<file path="src/rtl/cic_rate_ctrl.sv">
// rtl/cic_rate_ctrl.sv - rate/sequencing controller for the 3-stage CIC decimator.
// Optional sticky settle-done interrupt: define RATE_IRQ_EN.
module cic_rate_ctrl #(
  parameter int RATE0_LOG2 = 4,
  parameter int CNT_W      = 8,
  parameter int SETTLE_N   = 3
) (
  input  logic       clki,
  input  logic       rst_n,
  input  logic       en,
  input  logic [1:0] srat,
`ifdef RATE_IRQ_EN
  input  logic       irq_clr,
  output logic       irq,
`endif
  output logic [1:0] cic_srat,
  output logic       cic_clr,
  output logic       dec_stb,
  output logic       dout_vld,
  output logic       busy
);

  localparam int SW = $clog2(SETTLE_N + 1);

  localparam logic [2:0] S_IDLE   = 3'd0;
  localparam logic [2:0] S_CLEAR  = 3'd1;
  localparam logic [2:0] S_SETTLE = 3'd2;
  localparam logic [2:0] S_RUN    = 3'd3;
  localparam logic [2:0] S_DRAIN  = 3'd4;

  logic [2:0]       state, state_nxt;
  logic [CNT_W-1:0] phase, r_last;
  logic [SW-1:0]    settle_cnt;
  logic             mismatch, ph_wrap, settle_done, vld_nxt;

  assign mismatch    = (srat != cic_srat);
  assign r_last      = CNT_W'((1 << (RATE0_LOG2 + int'(cic_srat))) - 1);
  assign ph_wrap     = (phase == r_last);
  assign settle_done = (settle_cnt == SW'(SETTLE_N - 1));

  // dec_stb is registered, so decisions about a strobe are taken on the edge
  // that ends the strobe cycle; that same edge raises dout_vld.
  always_comb begin
    state_nxt = state;
    vld_nxt   = 1'b0;
    case (state)
      S_IDLE:   if (en) state_nxt = S_CLEAR;
      S_CLEAR:  state_nxt = S_SETTLE;
      S_SETTLE: begin
        if (mismatch) state_nxt = S_CLEAR;
        else if (dec_stb && settle_done) state_nxt = S_RUN;
      end
      S_RUN: begin
        if (dec_stb) begin
          vld_nxt = 1'b1;
          if (mismatch) state_nxt = S_CLEAR;
        end else if (mismatch) begin
          state_nxt = S_DRAIN;
        end
      end
      S_DRAIN: begin
        if (dec_stb) begin
          vld_nxt   = 1'b1;
          state_nxt = S_CLEAR;
        end
      end
      default: state_nxt = S_IDLE;
    endcase
    if (!en) begin
      state_nxt = S_IDLE;
      vld_nxt   = 1'b0;
    end
  end

  always_ff @(posedge clki) begin
    if (!rst_n) begin
      state      <= S_IDLE;
      phase      <= '0;
      settle_cnt <= '0;
      cic_srat   <= 2'd0;
      cic_clr    <= 1'b0;
      dec_stb    <= 1'b0;
      dout_vld   <= 1'b0;
      busy       <= 1'b0;
    end else begin
      state    <= state_nxt;
      dout_vld <= vld_nxt;
      cic_clr  <= (state_nxt == S_CLEAR);
      if (state_nxt == S_CLEAR) begin
        cic_srat   <= srat;
        phase      <= '0;
        settle_cnt <= '0;
        dec_stb    <= 1'b0;
        busy       <= 1'b1;
      end else if (state_nxt == S_IDLE) begin
        phase      <= '0;
        settle_cnt <= '0;
        dec_stb    <= 1'b0;
        busy       <= 1'b0;
      end else begin
        phase   <= ph_wrap ? '0 : phase + CNT_W'(1);
        dec_stb <= ph_wrap;
        if (state == S_SETTLE && dec_stb) settle_cnt <= settle_cnt + SW'(1);
        // busy stays up through RUN entry until the first settled sample leaves
        busy <= (state_nxt != S_RUN) || (busy && !vld_nxt);
      end
    end
  end

`ifdef RATE_IRQ_EN
  always_ff @(posedge clki) begin
    if (!rst_n) irq <= 1'b0;
    else if (state == S_SETTLE && state_nxt == S_RUN) irq <= 1'b1;
    else if (irq_clr) irq <= 1'b0;
  end
`endif

endmodule

</file>
<file path="config.mk">
export PLATFORM = sky130hd
export DESIGN_NAME = cic_rate_ctrl
export DESIGN_NICKNAME = d
export VERILOG_FILES = /design/src/rtl/cic_rate_ctrl.sv
export SDC_FILE = /design/constraint.sdc
export NUM_CORES = 1
export LEC_CHECK = 0
export ABC_AREA = 1
export CORE_MARGIN = 4
export CORE_UTILIZATION = 53
export CTS_CLUSTER_SIZE = 20
export DETAILED_ROUTE_END_ITERATION = 7
export GPL_TIMING_DRIVEN = 0
export HOLD_SLACK_MARGIN = 0.06
export MAX_ROUTING_LAYER = met4
export PLACE_DENSITY_LB_ADDON = 0.08
export SETUP_SLACK_MARGIN = 0.5
export SYNTH_ARGS = -nofsm -noshare
export SYNTH_HDL_FRONTEND = slang
export SYNTH_SLANG_ARGS = --single-unit
</file>
<file path="constraint.sdc">
create_clock -name clki -period 1.7 [get_ports clki]
set_input_delay 0.255 -clock clki [delete_from_list [all_inputs] [get_ports clki]]
set_output_delay 0.255 -clock clki [all_outputs]
set_load 0.02 [all_outputs]
</file>
==> results_dict.tcl <==
set metrics [dict create \
    run_status "finished clean" \
    multiInputGateArea_um2 602 \
    overflow 0 \
    worst_slew_pin_slew_ns 0.378 \
    vias_per_cell 5.31 \
    die_h_um 50.0 \
    port_buffers 10 \
    hold_viol_final 0 \
    cts.clk_slew.worst_paths_ns 0.11 \
    drtPass1Iterations 4 \
    synth_area_um2 933 \
    cpMostUsedCell "nand2_1" \
    ys_seq_elements 19 \
    layout-drive-gt1-share_pct 48.6 \
    dieArea_mm2 0.00250 \
    use_met1_pct 19.8 \
    cts.path.max_buffers 2 \
    clock_latency_ns 0.31 \
    n_fill_cell 99 \
    rsz0062_at_grt "yes" \
    critical_path_required_ns 1.89 \
    grt_util_all_layers_pct 16.8 \
    vias 828 \
    max_stage_delay_ns 0.35 \
    dp_hpwl_mm 1.27 \
    yosys.area.top_type_share_pct 40.8 \
    finClkSkew_ns 0.0107 \
    top_usage_layer "met2" \
    crit_arrival_ns 1.49 \
    synth_top_family_by_area "simple AND/OR/NAND/NOR gates" \
    critical_path.max_fanout 4 \
    numCtsBuffers 3 \
    crit_chain "inv_2 -> ha_2 -> nand2_1 -> nand3_1 -> nand2_1 -> nand3_2 -> nand4_1 -> o21ai_1" \
    fp-row-count 14 \
    synth_seq_area_share_pct 40.8 \
    ant_nets 0 \
    relSlewSlack_pct 74.7 \
    grtUsageMet3_pct 5.42 \
    syn_to_final_growth_pct 32.8 \
    synth_warnings 0 \
    p_leak_nw 0.497 \
    synthTopCellsByArea "dfxtp_1, nand2_1, inv_1, nand3_1, xor2_1" \
    fin_nets 148 \
    grt_pass1_vias 755 \
    syn_nets 126 \
    critPathCaptureType "flip-flop" \
    cts_sinks 19 \
    clockPowerShare_pct 28.4 \
    seq_power_share_pct 56.3 \
    synth_compound_area_share_pct 3.62 \
    worstSetupStartpointType "flip-flop" \
    start_util_pct 59.2 \
    synth_fa_ha_area_share_pct 2.68 \
    drt_iter0_drc 20 \
    grt_max_degree 11 \
    layout_commonest_cell "inv_1" \
    synth.mux.area_fraction_pct 0 \
    cts_root_buf "clkbuf_4" \
    die_x_um 50.0 \
    grtUsageMet2_pct 26.0 \
    synthSimpleGateAreaFrac_pct 38.2 \
    p_per_area_mw_per_mm2 667 \
    p_int_mw 0.594 \
    wirelength_mm 2.04 \
    crit_type "reg -> reg" \
    coreArea_mm2 0.00158 \
    io_pins 11 \
    final_cell_mix "inv_1, nand2_1, dfxtp_1" \
    n_antenna_cell 0 \
    grt_pass1_wl_mm 3.10 \
    setup_tns_ns 0 \
    place.gp.congestion 0.897 \
    wl_per_cell_um 13.1 \
    finalCriticalPeriod_ns 1.30 \
    finalCoreUtilization_pct 78.7 \
    fin_crit_sh_pct 76.3 \
    synth_top_area_cell "dfxtp_1" \
    yosysUniqueCellTypes 23 \
    fmax_mhz 771 \
    regArea_um2 403 \
    maxCapViolations 0 \
    htreeDepth 1 \
    hold_path_class "in -> reg" \
    switching_share_pct 28.3 \
    synth_xor_area_share_pct 7.51 \
    netlist_instances 119 \
    crit_slowest_cell "dfxtp_2" \
    cts_tree "done" \
    setup_viol 0 \
    syn_area_per_cell_um2 7.84 \
    drc 0 \
    switchingPower_mw 0.234 \
    peakVddDrop_mv 0.615 \
    timing.final.max_slew_violations 0 \
    grt_antenna_before_repair 0 \
    p_comb_share_pct 15.3 \
]
metal layers:
layer  vias to the layer above  share of wire [%]
met5                         -                  0
met4                         0                2.4
met3                         7                5.0
met2                        29                 49
met1                       372                 44
li1                        420                  -
worst max-delay path: cells and delay by family, from the launching register on:
| family | cells | cell delay [ns] |
|---|---|---|
| flops | 1 | 0.35 |
| buf+inv | 1 | 0.03 |
| fa+ha+maj | 1 | 0.16 |
| simple gates | 5 | 0.54 |
| compound gates | 1 | 0.09 |
Yosys cell counts:
master    n
nand2_1  21
dfxtp_1  19
inv_1    17
nand3_1  12
nor2_1   12
xor2_1    6
nand2_2   5
nor2_2    5
nor3_2    3
ha_1      2
nor2_4    2
o21ai_0   2
o21ai_1   2
xnor2_1   2
a21oi_1   1
a21oi_2   1
inv_2     1
nand3_2   1
nand3_4   1
nand4_1   1
nand4_2   1
nor3_1    1
or2_1     1
state kept, by name (all words and copies together) (netlist names):
register    cells
state           3
settle_cnt      2
phase           8
cic_srat        2
dout_vld        1
cic_clr         1
busy            1
dec_stb         1
timing repair:
action	4_1_cts	5_1_grt
resized for setup	38	29
pin swaps	9	9
setup buffers	4	3
setup endpoints to repair	21	21
hold buffers	0	0
final timing paths:
kind                 start  slack, ns     endpoint  cells past startpoint
max          settle_cnt[0]       0.40  cic_srat[0]                      8
min                srat[0]       0.39  cic_srat[0]                      3
min reg2reg       phase[0]       0.46     phase[0]                      1
max reg2reg  settle_cnt[0]       0.40  cic_srat[0]                      8
metrics by stage:
stage               hold WS, ns  instance area, µm²  setup slack [ns]  std cells  total power [mW]
floorplan                 0.377                 941             0.512        119             0.537
global placement          0.435                1060            0.0478        145             0.572
detailed placement        0.459                1060            0.0365        145             0.575
CTS                       0.359                1160             0.338        153             0.808
global route              0.401                1240             0.319        156             0.868
finish                    0.388                1240             0.403        156             0.827
cell families after synthesis:
family          count (synthesis)
compound gates                  6
xor+xnor                        8
fa+ha+maj                       2
buf+inv                        18
flops                          19
simple gates                   66
cell type report:
class | count | area share [%]
multi-input combinational | 82 | 48.5
timing repair buffer | 17 | 9.59
sequential | 19 | 32.5
tap | 16 | 1.61
inverter | 18 | 5.65
clock buffer | 4 | 2.12
power by group through the flow:
stage | Sequential, mW | Clock, mW | Combinational (mW)
6_report | 0.466 | 0.235 | 0.126
5_1_grt | 0.467 | 0.262 | 0.138
4_1_cts | 0.466 | 0.239 | 0.103
3_5_place_dp | 0.476 | 0 | 0.0993
3_3_place_gp | 0.476 | 0 | 0.0969
2_1_floorplan | 0.483 | 0 | 0.0545
Power figures use the tool's default switching activity.
